$ cat src/rtl/tsr_pkg.sv
// tsr_pkg: shared register map, FSM encoding and status field layout for the test status reporter.
package tsr_pkg;
    localparam logic [3:0] REG_STAGE = 4'h0;
    localparam logic [3:0] REG_ERROR = 4'h4;
    localparam logic [3:0] REG_CTRL  = 4'h8;
    localparam logic [3:0] REG_RSVD  = 4'hC;
    localparam int STAGE_W  = 5;
    localparam int ERR_BIT  = 5;
    localparam int STATUS_W = 6;
    typedef enum logic [0:0] {
        ST_IDLE = 1'b0,
        ST_HOLD = 1'b1
    } tsr_state_e;
endpackage

$ cat src/rtl/tsr_fifo.sv
// tsr_fifo: synchronous stage-code queue with push/pop/flush and full/empty/count flags.
module tsr_fifo
    import tsr_pkg::*;
#(
    parameter int DEPTH = 4,
    parameter int WIDTH = STAGE_W
) (
    input  logic                     clk_i,
    input  logic                     rst_i,
    input  logic                     push_i,
    input  logic                     pop_i,
    input  logic                     flush_i,
    input  logic [WIDTH-1:0]         data_i,
    output logic [WIDTH-1:0]         data_o,
    output logic                     full_o,
    output logic                     empty_o,
    output logic [$clog2(DEPTH):0]   count_o
);
    localparam int AW   = DEPTH > 1 ? $clog2(DEPTH) : 1;
    localparam int CNTW = $clog2(DEPTH) + 1;
    logic [WIDTH-1:0] mem_q [DEPTH];
    logic [AW-1:0]    rd_q, wr_q;
    logic [CNTW-1:0]  cnt_q;
    logic             do_push, do_pop;
    function automatic logic [AW-1:0] inc(input logic [AW-1:0] p);
        return p == AW'(DEPTH - 1) ? '0 : p + AW'(1);
    endfunction
    // A full queue still accepts a push when the head leaves in the same cycle
    assign do_pop  = pop_i & ~empty_o & ~flush_i;
    assign do_push = push_i & (~full_o | do_pop) & ~flush_i;
    assign full_o  = cnt_q == CNTW'(DEPTH);
    assign empty_o = cnt_q == '0;
    assign data_o  = mem_q[rd_q];
    assign count_o = cnt_q;
    always_ff @(posedge clk_i or posedge rst_i) begin
        if (rst_i) begin
            rd_q  <= '0;
            wr_q  <= '0;
            cnt_q <= '0;
        end else if (flush_i) begin
            rd_q  <= '0;
            wr_q  <= '0;
            cnt_q <= '0;
        end else begin
            if (do_push) wr_q <= inc(wr_q);
            if (do_pop) rd_q <= inc(rd_q);
            cnt_q <= cnt_q + CNTW'(do_push) - CNTW'(do_pop);
        end
    end
    always_ff @(posedge clk_i) begin
        if (do_push) mem_q[wr_q] <= data_i;
    end
endmodule

$ cat config.mk
export PLATFORM = sky130hd
export DESIGN_NAME = tsr_fifo
export DESIGN_NICKNAME = d
export VERILOG_FILES = /design/src/rtl/tsr_pkg.sv /design/src/rtl/tsr_fifo.sv
export SDC_FILE = /design/constraint.sdc
export NUM_CORES = 1
export LEC_CHECK = 0
export ABC_AREA = 1
export CORE_MARGIN = 10
export CORE_UTILIZATION = 41
export DETAILED_ROUTE_END_ITERATION = 16
export SETUP_SLACK_MARGIN = 0.1
export SLEW_MARGIN = 10
export SYNTH_ARGS = -nofsm -noshare
export SYNTH_HDL_FRONTEND = slang
export SYNTH_SLANG_ARGS = --single-unit
$ cat constraint.sdc
create_clock -name clk_i -period 3.2 [get_ports clk_i]
set_clock_uncertainty 0.05 [all_clocks]
set_input_delay 0.64 -clock clk_i [delete_from_list [all_inputs] [get_ports clk_i]]
set_output_delay 0.64 -clock clk_i [all_outputs]
set_load 0.05 [all_outputs]
== After elaboration in Yosys (flattened, before gate mapping) ==
Memories as Yosys holds them, arrays and structs flattened.
Index checks and enable logic that the tools add are counted.

* Equal/unequal tests: 3
* Add/subtract/negate cells: 4
* Reductions and logical operators: 3
* Mux-type cells: 9
* Bitwise operators: 8

{| class="wikitable"
|+ Operators by type and width
! cell !! count
|-
| $mux 2 || 6
|-
| $add 2x1->2 const B || 2
|-
| $and 1x1->1 || 4
|-
| $eq 2x2->1 const B || 2
|-
| $reduce_bool 2->1 || 2
|-
| $add 3x1->3 || 1
|-
| $eq 3x3->1 const B || 1
|-
| $logic_not 3->1 || 1
|-
| $mux 3 || 1
|-
| $not 1->1 || 3
|-
| $sub 3x1->3 || 1
|-
| $mux 1 || 2
|-
| $or 1x1->1 || 1
|}

* Memories kept: 1
* Register bits: 7
* Bits of input ports: 10
* Word-level logic and storage cells: 31
* Bits in writable memories: 20

{| class="wikitable"
|+ Memories
! memory !! words !! bits a word !! read ports !! clocked after Yosys merged registers in !! write ports !! line !! text
|-
| mem_q || 4 || 5 || 1 || 0 || 1 || tsr_fifo.sv:21 || <nowiki>logic [WIDTH-1:0] mem_q [DEPTH];</nowiki>
|}

== Depth between registers and ports, before layout ==
* Depth in word-level cells: 10
* Depth in mapped cells: 11
* Depth with buffers taken out: 11

== Worst setup path before layout ==
Ideal clock, no wire load.

* Path kind: register to output
* From: reg cnt_q[2] (netlist: count_o[2])
* To: out full_o
* Stages on the path, launching flop included: 3
* Slack: 0.663 ns
* Required time: 2.510 ns
* Data arrival time: 1.847 ns
* Path through: dfrtp_1 > inv_1 > nor3_1

* Cells in the longest elaborated chain, start to end: 1

{| class="wikitable"
|+ RTL lines
! element !! line !! text
|-
| start: declaration || tsr_fifo.sv:23 || <nowiki>logic [CNTW-1:0] cnt_q;</nowiki>
|-
| start signal: assignment || tsr_fifo.sv:47 || <nowiki>cnt_q <= cnt_q + CNTW'(do_push) - CNTW'(do_pop);</nowiki>
|-
| $eq 3x3->1 || tsr_fifo.sv:31 || <nowiki>assign full_o = cnt_q == CNTW'(DEPTH);</nowiki>
|-
| end: declaration || tsr_fifo.sv:15 || <nowiki>output logic full_o,</nowiki>
|}

No other way between the ends.

== Final worst setup path ==
* From: reg rd_q[0]
* To: out data_o[4]

* Cells in the longest elaborated chain, start to end: 1

{| class="wikitable"
|+ RTL lines
! element !! line !! text
|-
| start: declaration || tsr_fifo.sv:22 || <nowiki>logic [AW-1:0] rd_q, wr_q;</nowiki>
|-
| start signal: assignment || tsr_fifo.sv:46 || <nowiki>if (do_pop) rd_q <= inc(rd_q);</nowiki>
|-
| $mem_v2 4x5 || -- ||
|-
| end: declaration || tsr_fifo.sv:14 || <nowiki>output logic [WIDTH-1:0] data_o,</nowiki>
|}

No other way between the ends.

==> results.tsv <==
stage	metric	value	unit
run_status	status	finished, final reports clean	
worst_setup_path	CP Capture Type	output port	
placement	DP Worst Slack	242.2	ps
final_layout	Layout area overhead	20.28	%
floorplanning	die area	5603	um^2
drt	Detail Route Antenna Nets	0	
final_layout	share of layout cells above drive strength 1	6.107	%
floorplanning	cell row count	19	
timing	Hold Slack	489.2	ps
yosys	flops & latches, synth	27	
clock_network	TritonCTS clock tree	done	
worst_setup_path	max incr delay on CP	820	ps
drt	DR iter-0 viols	66	
global_route	Total GRT Usage	9.071	%
worst_setup_path	CP cell instances	inv_1 > o21ai_0 > o22ai_1 > clkdlybuf4s50_1	
final_layout	fillers	254	
placement	Detail Placement HPWL	1733	um
yosys	sequential area share after synthesis	62.88	%
clock_network	CTS sink cnt	27	
global_route	first-pass GRT wire length	3884	um
timing	Final Setup Violations	0	
placement	gpl congestion	0.7819	
floorplanning	die width	74.86	um
timing	Fin Setup TNS	0	ps
global_route	pin count of the biggest net entering global routing	15	
clock_network	hold buffer count at cts	0	
clock_network	Num CTS Buffers	3	
job	max capacitance violation total	0	
timing	Max Slew Vio Count	0	
yosys	post-synth design cell area	1234	um^2
global_route	initial antenna violation count	0	
timing	setup ws final	263.3	ps
drt	detail-routed via count per cell	5.093	
power	VDD IR max	305.3	uV
worst_setup_path	Crit Path Max Fanout	13	
drt	First-pass DRT Iterations	4	
clock_network	clock slew at reported path FFs	130	ps
timing	fin crit share	91.77	%
timing	Least-Margin Pin Slew	593.2	ps
yosys	Ys Warns	0	
yosys	syn_nets	128	
clock_network	Max clock buf depth	2	
yosys	Netlist cell types	20	
power	leakage	0.6052	nW
min_path	worst hold path class	primary input to async pin	
worst_setup_path	CP Launch Type	flip-flop	
worst_setup_path	R2R depth	11	
timing	final hold viol count	0	
final_layout	Final nets	150	
global_route	Overflow after GRT	0	
drt	DRC errors left	0	
placement	I/O Buffers	19	
drt	Routed WL	2315	um
drt	drt wl/cell	14.29	um
timing	RSZ-0062 raised after global routing	false	
worst_setup_path	CP max stage cell	clkdlybuf4s50_1	
clock_network	Root Driver	clkbuf_4	
worst_setup_path	critical path type	flip-flop to output port	
global_route	vias in the first global route	827	
drt	via count	825	
yosys	syn avg cell area	11.22	um^2
timing	Slew HR	60.31	%
floorplanning	initial cell density of the core	43.98	%
worst_setup_path	Critical Path RT	2510	ps
clock_network	Max H-tree Level	1	
final_layout	total inserted antenna cells	0	
timing	Fmax	340.5	MHz
power	PD cells	796.8	nW/um^2
worst_setup_path	crit path DAT	2250	ps
clock_network	Skew-Pair Late Insertion Delay	310	ps
timing	crit path time final	2937	ps
yosys	Syn Inst Count	110	
floorplanning	Core ar.	2805	um^2
floorplanning	io pins	20	
floorplanning	Chip Height	74.86	um
cell type report:
type                       instances  area (um^2)  area share, %
timing repair buffer              19        195.2          13.15
clock buffer                       4        26.28          1.771
multi-input combinational         65        387.9          26.14
tap                               31        38.79          2.614
sequential                        27        775.7          52.28
inverter                          16        60.06          4.047
power by group:
group | switching [mW] | total [mW] | internal, mW
Clock | 0.0938 | 0.143 | 0.0488
Sequential | 0.0569 | 0.474 | 0.417
Combinational | 0.379 | 0.565 | 0.186
Yosys cell counts:
library cell	number	area share, %
ha_1	7	7.1
edfxtp_1	20	49
o22ai_1	5	2.5
o21ai_2	1	0.71
nand2_1	7	2.1
and3_1	1	0.51
nor2_2	1	0.51
inv_1	16	4.9
nor2_1	20	6.1
o211ai_2	1	1.0
nor3_1	2	0.81
a21oi_1	1	0.41
nand2_2	1	0.51
o21ai_0	12	4.9
nand4_1	2	1.0
nand3_1	2	0.81
buf_2	2	0.81
dfrtp_1	7	14
fa_1	1	1.6
nand3_2	1	0.81
logic make-up after synthesis:
group / share of synthesized area [%]
simple gates: 13.19
flops: 62.88
compound gates: 9.533
buf+inv: 5.680
fa+ha+maj: 8.722
timing repair:
action                                 in CTS  in global routing
resized for setup                           0                  2
setup endpoints to repair                   0                  2
endpoints found under the hold margin       0                  0
setup buffers                               0                  0
flip-flops by register name, indices dropped and copies added (netlist names):
name and flops:
rd_q 2, mem_q 20, wr_q 2, count_o 3
placed cells by master, fill, tap and decap left out:
cell type,count
a21oi_1,1
and3_1,1
clkbuf_1,1
clkbuf_4,3
clkdlybuf4s50_1,17
dfrtp_1,7
dlymetal6s2s_1,2
edfxtp_1,20
fa_1,1
ha_1,7
inv_1,16
nand2_1,7
nand2_2,1
nand3_1,2
nand3_2,1
nand4_1,2
nor2_1,20
nor2_2,1
nor3_1,2
o211ai_2,1
o21ai_0,12
o21ai_2,1
o22ai_1,5
critical path, delay by kind of cell, from the launching register on:
kind	cells	cell delay [ps]
AO/OA/AOI/OAI	2	240
flip-flops	1	540
buffers and inverters	2	1140
worst paths after layout:
kind / from / to / slack [ps]
setup / recovery: rd_q[0] / data_o[4] / 260
hold / removal: rst_i / count_o[0] / 490
setup reg to reg: count_o[1] / count_o[2] / 1020
hold reg to reg: wr_q[1] / wr_q[1] / 540
max in group asynchronous: rst_i / rd_q[1] / 2390
min in group clk_i: wr_q[1] / wr_q[1] / 540
per-layer routing:
metal / up-vias / GRT usage (%) / routed length [um]
met5: - / 0 / 0
met4: 0 / 5.462 / 42
met3: 5 / 2.365 / 129
met2: 23 / 14.48 / 1104
met1: 382 / 10.74 / 1039
li1: 415 / - / -
per-stage QoR:
step / instance area [um^2] / power, mW / std cells / util (%)
finish: 1484 / 1.182 / 162 / 52.90
global route: 1484 / 1.263 / 162 / 52.90
CTS: 1479 / 1.200 / 162 / 52.72
detailed placement: 1453 / 1.058 / 158 / 51.78
global placement: 1453 / 1.050 / 158 / 51.78
floorplan: 1234 / 0.8704 / 110 / -
No activity file was read; power rests on OpenSTA's default activity.
